[src/rtl/acc_sequencer.sv]
// Fetch/decode/execute sequencer: fetches opcode/argument bytes over req/ack, owns pc,
// and issues one-cycle accumulator-control strobes from registered outputs.
module acc_sequencer (
  input  logic       clk,
  input  logic       rst_n,
  input  logic       run,
  input  logic [7:0] instr,
  input  logic       mem_ack,
  input  logic       carry,
  output logic       mem_req,
  output logic [7:0] pc,
  output logic [7:0] imm,
  output logic       jump,
  output logic       jumpC,
  output logic       sin,
  output logic       InA,
  output logic       twone,
  output logic       out_we,
  output logic       halted,
  output logic       illegal
);

  typedef enum logic [2:0] {
    S_IDLE,
    S_FETCH,
    S_DECODE,
    S_FETCH_ARG,
    S_EXEC,
    S_HALT
  } state_t;

  localparam logic [3:0] OP_LDI = 4'h1;
  localparam logic [3:0] OP_IN  = 4'h2;
  localparam logic [3:0] OP_ADD = 4'h3;
  localparam logic [3:0] OP_JMP = 4'h4;
  localparam logic [3:0] OP_JC  = 4'h5;
  localparam logic [3:0] OP_OUT = 4'h6;
  localparam logic [3:0] OP_HLT = 4'hF;

  state_t     state_q, state_d;
  logic [7:0] pc_q, pc_d;
  logic [3:0] opcode_q, opcode_d;
  logic [7:0] imm_q, imm_d;
  logic       mem_req_q, mem_req_d;
  logic       jump_q, jump_d;
  logic       jumpC_q, jumpC_d;
  logic       sin_q, sin_d;
  logic       InA_q, InA_d;
  logic       twone_q, twone_d;
  logic       out_we_q, out_we_d;
  logic       halted_q, halted_d;
  logic       illegal_q, illegal_d;
  logic       ack;

  // An ack only counts while a request is actually outstanding.
  assign ack = mem_req_q & mem_ack;

  always_comb begin
    state_d   = state_q;
    pc_d      = pc_q;
    opcode_d  = opcode_q;
    imm_d     = imm_q;
    jump_d    = 1'b0;
    jumpC_d   = 1'b0;
    sin_d     = 1'b0;
    InA_d     = 1'b0;
    twone_d   = 1'b0;
    out_we_d  = 1'b0;
    illegal_d = 1'b0;

    case (state_q)
      S_IDLE: begin
        if (run) state_d = S_FETCH;
      end
      S_FETCH: begin
        if (ack) begin
          opcode_d = instr[7:4];
          pc_d     = pc_q + 8'd1;
          state_d  = S_DECODE;
        end
      end
      S_DECODE: begin
        case (opcode_q)
          OP_LDI, OP_JMP, OP_JC: state_d = S_FETCH_ARG;
          OP_HLT:                state_d = S_HALT;
          default:               state_d = S_EXEC;
        endcase
      end
      S_FETCH_ARG: begin
        if (ack) begin
          imm_d   = instr;
          pc_d    = pc_q + 8'd1;
          state_d = S_EXEC;
        end
      end
      S_EXEC: begin
        state_d = S_FETCH;
        if (opcode_q == OP_JMP || (opcode_q == OP_JC && carry)) pc_d = imm_q;
      end
      S_HALT: state_d = S_HALT;
      default: state_d = S_IDLE;
    endcase

    // Strobes are registered, so they are computed on the way into EXEC.
    if (state_d == S_EXEC) begin
      case (opcode_q)
        4'h0:    ;
        OP_LDI:  InA_d    = 1'b1;
        OP_IN:   sin_d    = 1'b1;
        OP_ADD:  twone_d  = 1'b1;
        OP_JMP:  jump_d   = 1'b1;
        OP_JC:   jumpC_d  = 1'b1;
        OP_OUT:  out_we_d = 1'b1;
        OP_HLT:  ;
        default: illegal_d = 1'b1;
      endcase
    end

    mem_req_d = (state_d == S_FETCH) || (state_d == S_FETCH_ARG);
    halted_d  = (state_d == S_HALT);
  end

  always_ff @(posedge clk or negedge rst_n) begin
    if (!rst_n) begin
      state_q   <= S_IDLE;
      pc_q      <= 8'h00;
      opcode_q  <= 4'h0;
      imm_q     <= 8'h00;
      mem_req_q <= 1'b0;
      jump_q    <= 1'b0;
      jumpC_q   <= 1'b0;
      sin_q     <= 1'b0;
      InA_q     <= 1'b0;
      twone_q   <= 1'b0;
      out_we_q  <= 1'b0;
      halted_q  <= 1'b0;
      illegal_q <= 1'b0;
    end else begin
      state_q   <= state_d;
      pc_q      <= pc_d;
      opcode_q  <= opcode_d;
      imm_q     <= imm_d;
      mem_req_q <= mem_req_d;
      jump_q    <= jump_d;
      jumpC_q   <= jumpC_d;
      sin_q     <= sin_d;
      InA_q     <= InA_d;
      twone_q   <= twone_d;
      out_we_q  <= out_we_d;
      halted_q  <= halted_d;
      illegal_q <= illegal_d;
    end
  end

  assign mem_req = mem_req_q;
  assign pc      = pc_q;
  assign imm     = imm_q;
  assign jump    = jump_q;
  assign jumpC   = jumpC_q;
  assign sin     = sin_q;
  assign InA     = InA_q;
  assign twone   = twone_q;
  assign out_we  = out_we_q;
  assign halted  = halted_q;
  assign illegal = illegal_q;

endmodule

[config.mk]
export PLATFORM = sky130hd
export DESIGN_NAME = acc_sequencer
export DESIGN_NICKNAME = d
export VERILOG_FILES = /design/src/rtl/acc_sequencer.sv
export SDC_FILE = /design/constraint.sdc
export NUM_CORES = 1
export LEC_CHECK = 0
export BUFFER_PORTS_ARGS = -buffer_cell sky130_fd_sc_hd__buf_2
export CAP_MARGIN = 20
export CORE_ASPECT_RATIO = 1.1
export CORE_MARGIN = 3
export CORE_UTILIZATION = 30
export CTS_BUF_LIST = sky130_fd_sc_hd__clkbuf_8
export CTS_CLUSTER_DIAMETER = 40
export DETAILED_ROUTE_END_ITERATION = 7
export GPL_TIMING_DRIVEN = 0
export PLACE_DENSITY = 0.53
export SLEW_MARGIN = 25
export SYNTH_ARGS = -nofsm -noshare
export SYNTH_HDL_FRONTEND = slang
export SYNTH_SLANG_ARGS = --single-unit
[constraint.sdc]
create_clock -name clk -period 4.8 [get_ports clk]
set_input_delay 0.48 -clock clk [delete_from_list [all_inputs] [get_ports clk]]
set_output_delay 0.48 -clock clk [all_outputs]
set_load 0.02 [all_outputs]
-- Yosys cells after proc, flatten, opt, wreduce, memory -nomap -nowiden
Cells that the tools add are included.
- register bits: 32
- bits in latches: 0
- RAM bits: 0
- memory bits (read-only): 0
- word-level logic and storage cells: 67
- memories kept: 0
- add/subtract/negate cells: 1
- multipliers: 0
- div/mod/pow operators: 0
- $lt $le $gt $ge: 0
- eq/ne operators: 18
- shifts and indexed selects: 0
- mux-type cells: 22
- bitwise logic cells: 1
- reduce and logical (&&, ||, !) cells: 12
- operators with widths (cell ; count):
    $pmux W3 S6 ; 1
    $mux W8 ; 2
    $pmux W8 S2 ; 1
    $mux W1 ; 14
    $eq A3 B3 Y1 const B ; 4
    $eq A4 B3 Y1 const B ; 3
    $eq A3 B2 Y1 const B ; 3
    $mux W3 ; 3
    $add A8 B1 Y8 const B ; 1
    $eq A4 B2 Y1 const B ; 2
    $reduce_or A8 Y1 ; 1
    $eq A3 B1 Y1 const B ; 2
    $pmux W3 S2 ; 1
    $eq A4 B1 Y1 const B ; 1
    $eq A4 B4 Y1 const B ; 1
    $logic_not A4 Y1 ; 1
    $reduce_and A2 Y1 ; 2
    $logic_not A3 Y1 ; 1
    $reduce_and A3 Y1 ; 1
    $reduce_or A3 Y1 ; 1
    $logic_or A1 B1 Y1 ; 2
    $ne A2 B1 Y1 const B ; 1
    $ne A2 B2 Y1 const B ; 1
    $reduce_bool A2 Y1 ; 1
    3 further kinds ; 3

-- Logic depth before layout (Yosys ltp)
- word-level depth: 6
- gate-level depth with buffers: 6
- mapped depth without buffers: 5

-- Least setup slack after synthesis
OpenSTA, ideal clock, no wires.
- path type: reg2reg
- start: register opcode_q[2]
- end: register pc_q[5] (netlist: pc[5])
- setup time: 0.127 ns
- data arrival time: 1.472 ns
- setup slack: 3.201 ns
- stages on the path, launching flop included: 6
- buffers on the path: 2
- path through: dfrtp_1 > buf_4 > or3b_4 > o32ai_2 > buf_4 > o2bb2a_1
- cells in the longest elaborated chain, start to end: 5
- elaborated cells between the ends (all ways): 6
- ends and longest elaborated chain (element ; line ; text):
    start: declaration ; 42 ; logic [3:0] opcode_q, opcode_d;
    start signal: assignment ; 141 ; opcode_q <= opcode_d;
    $eq A4 B3 Y1 ; 98 ; if (opcode_q == OP_JMP || (opcode_q == OP_JC && carry)) pc_d = imm_q;
    $logic_and A1 B1 Y1 ; 98 ;
    $logic_or A1 B1 Y1 * ; 98 ;
    $ne A2 B2 Y1 (no source line) * ; n/a ;
    $reduce_and A3 Y1 (no source line) * ; n/a ;
    end signal: assignment ; 140 ; pc_q <= pc_d;
    end: declaration ; 41 ; logic [7:0] pc_q, pc_d;
Every way passes the cells marked *; elsewhere a longest branch is shown, timed or not.
A chain may end at the register's enable or synchronous reset.

-- Worst setup path after layout
- start: register opcode_q[3]
- end: register pc_q[7] (netlist: pc[7])
The elaborated chain is that of the path after synthesis.

==> impl_metrics.ini <==
[final_layout]
fin_cells = 236
final_net_count = 193
diodes = 0
area_delta_synth_final_pct = 23.5
drive_gt1_share_pct = 38.3
n_fill_cell = 480
final_util_pct = 39.0

[route]
drcViolationCount = 0
vias = 1196
wl_um = 3290
firstDrtPassIters = 4
initialDrtViolationCount = 81
post_drt_wl_per_cell_um = 14.0
vias_per_cell = 5.07
detail-route-antenna-nets = 0

[sta]
finalHoldViolCount = 0
fin_ws_ps = 3050
finalCritPeriodShare_pct = 36.4
fin_worst_skew_ps = 6.74
fin_crit_ps = 1750
finalMaxSlewViolations = 0
max_slew_margin_pct = 51.0
whs_ps = 256
worstMarginPinSlew_ps = 735
rsz0062_at_grt = false
setup_tns_ps = 0
setup_violations = 0
max_clock_freq_mhz = 573

[critical_path]
startpoint = opcode_q[3]
required_ps = 5000
timing.rr.end = pc[7]
path_buf_inv = 0
reg2reg_depth = 4
worst_setup_path_start_kind = flip-flop
cp_slowest_cell = dfrtp_1
max_stage_delay_ps = 460
criticalPathCategory = flip-flop to flip-flop
end_kind = flip-flop
r2r-start = opcode_q[3]
crit_family = compound AO/OA/AOI/OAI gates
crit_chain = or3b_4 -> o32a_1 -> a21oi_1 -> a2bb2oi_1
arrival_ps = 1950
r2r_setup_slack_ps = 3050
crit_fanout = 8

[global_route]
grt_pass1_wl_um = 5330
grt_use_met2_pct = 18.1
antenna_found_initial = 0
grt_max_degree = 33
gr-usage-met3_pct = 3.15
top_usage_layer = met2
use_met1_pct = 15.7
grt.total_usage_pct = 11.8
overflow = 0
grt_pass1_vias = 1159

[cts]
numClockSinks = 32
clk_path_buf_depth = 2
clk_pin_slew_ps = 70
cts_htree_levels = 2
cts_resized = 0
clk_latency_ps = 280
root_buffer = clkbuf_8
postCtsHoldBufs = 0
cts_buffers = 5
postCtsSetupRepairBufs = 0
cts_tree = yes

[worst_hold_path]
hold_class = input port to asynchronous set/reset pin

[run]
cap_violations = 0

[synthesis]
ys_warn_count = 0
seq_area_frac_synth_pct = 54.2
synth_cell_type_count = 34
synth_area_um2 = 1480
ys_ff_latch = 32
syn_avg_cell_area_um2 = 10.9
syn-num-nets = 149
syn_inst = 135

[placement]
port_buffers = 37
post-place-ws_ps = 3000
dp_cells = 228
dp_hpwl_um = 2390
gp_routability_congestion = 0.825

[power_and_ir_drop]
p_leak_uw = 0.000870
powerDensity_nw_per_um2 = 674
irDropWorstVdd_v = 0.000293

[floorplanning]
num_io_pins = 38
rows = 26
core_um2 = 4680
fp.dieW_um = 72.9
start_util_pct = 31.5
die_y_um = 79.6
dieArea_um2 = 5800

[outcome]
status = completed
[metrics by stage]
| step | total power (µW) | area, µm² |
|---|---|---|
| floorplan | 858 | 1480 |
| global placement | 1010 | 1730 |
| detailed placement | 1020 | 1730 |
| CTS | 1240 | 1830 |
| global route | 1320 | 1830 |
| finish | 1230 | 1830 |
[per-layer routing]
layer	share of wire [%]	wire length, µm
met1	47	1550
met2	47	1550
met3	4.8	158
met4	1.2	40
met5	0	0
[cells in the mapped netlist, drive strengths merged]
library cell	n	area [µm²]
o21ai	6	30.0
o22ai	3	18.8
xnor2	1	8.76
o21ba	1	10.0
and3	3	18.8
mux2	12	135
clkbuf	1	3.75
o32a	1	10.0
nor4	3	18.8
inv	3	11.3
nor4b	1	8.76
a21o	1	7.51
nand2	10	37.5
buf	4	25.0
nand2b	5	31.3
o2bb2a	1	10.0
o32ai	1	16.3
dfrtp	32	801
mux2i	1	10.0
a2bb2oi	3	26.3
nand3	8	40.0
or2b	1	7.51
or2	3	18.8
nor2	7	28.8
o221ai	1	8.76
nor2b	1	6.26
nor3	5	25.0
or3b	2	22.5
ha	1	12.5
and4	1	8.76
a21oi	12	60.1
[worst max-delay path by stage]
stage / end / slack (ps) / depth (start not counted)
final: pc[7] / 3050 / 4
after global routing: pc[0] / 2950 / 6
after floorplan: pc[5] / 3200 / 5
after global placement: imm[4] / 3010 / 4
after CTS: pc[7] / 3060 / 4
after detailed placement: imm[4] / 3000 / 4
[cells in the final DEF (no fill, tap or decap)]
cell type and instances:
a21o_1 1, o32ai_2 1, nor4_1 3, o32a_1 1
o22ai_1 3, xnor2_1 1, a2bb2oi_1 3, buf_4 2
and3_1 3, inv_1 3, o21ai_0 3, and4_1 1
clkbuf_1 1, o221ai_1 1, nor3_1 5, nor2b_1 1
o21ai_1 3, nor4b_1 1, nand2_1 10, or2_2 3
mux2i_1 1, dfrtp_1 32, clkbuf_8 6, o2bb2a_1 1
o21ba_2 1, nor2_1 6, nand3_1 8, mux2_2 12
a21oi_1 12, buf_2 39, nand2b_1 5, nor2_2 1
or2b_1 1, ha_1 1, clkinv_2 2, or3b_4 2
[cell type report]
| class | instances | area, µm² | area share (%) |
|---|---|---|---|
| Buffer | 5 | 28.8 | 1.58 |
| Tap cell | 56 | 70.1 | 3.84 |
| Timing Repair Buffer | 37 | 185 | 10.1 |
| Clock buffer | 6 | 82.6 | 4.52 |
| Clock inverter | 2 | 10.0 | 0.548 |
| Inverter | 3 | 11.3 | 0.617 |
| Sequential cell | 32 | 801 | 43.9 |
| Multi-Input combinational cell | 95 | 637 | 34.9 |
[cells by family after synthesis]
kind of cell	synth area share, %
AOI/OAI and AO/OA	13.4
and+or+nand+nor	18.5
adders and majority gates	0.847
xor gates and xnor gates	0.593
muxes	9.82
DFF	54.2
buffers and inverters	2.71
[power breakdown]
part | internal [µW] | switching [µW]
clock | 114 | 98.4
combinational | 232 | 306
sequential | 374 | 106
total | 721 | 510
[registers in the layout, indices dropped and copies added, names as in the netlist]
signal / flops
illegal: 1
state_q: 3
twone: 1
out_we: 1
mem_req: 1
pc: 8
sin: 1
halted: 1
opcode_q: 4
InA: 1
imm: 8
jumpC: 1
jump: 1
[worst reg2reg max path: stages (launching register included)]
cell and delay, ps:
dfrtp_1 460, or3b_4 420, o32a_1 460, a21oi_1 160, a2bb2oi_1 160
No activity file was read; power rests on OpenSTA's default activity.
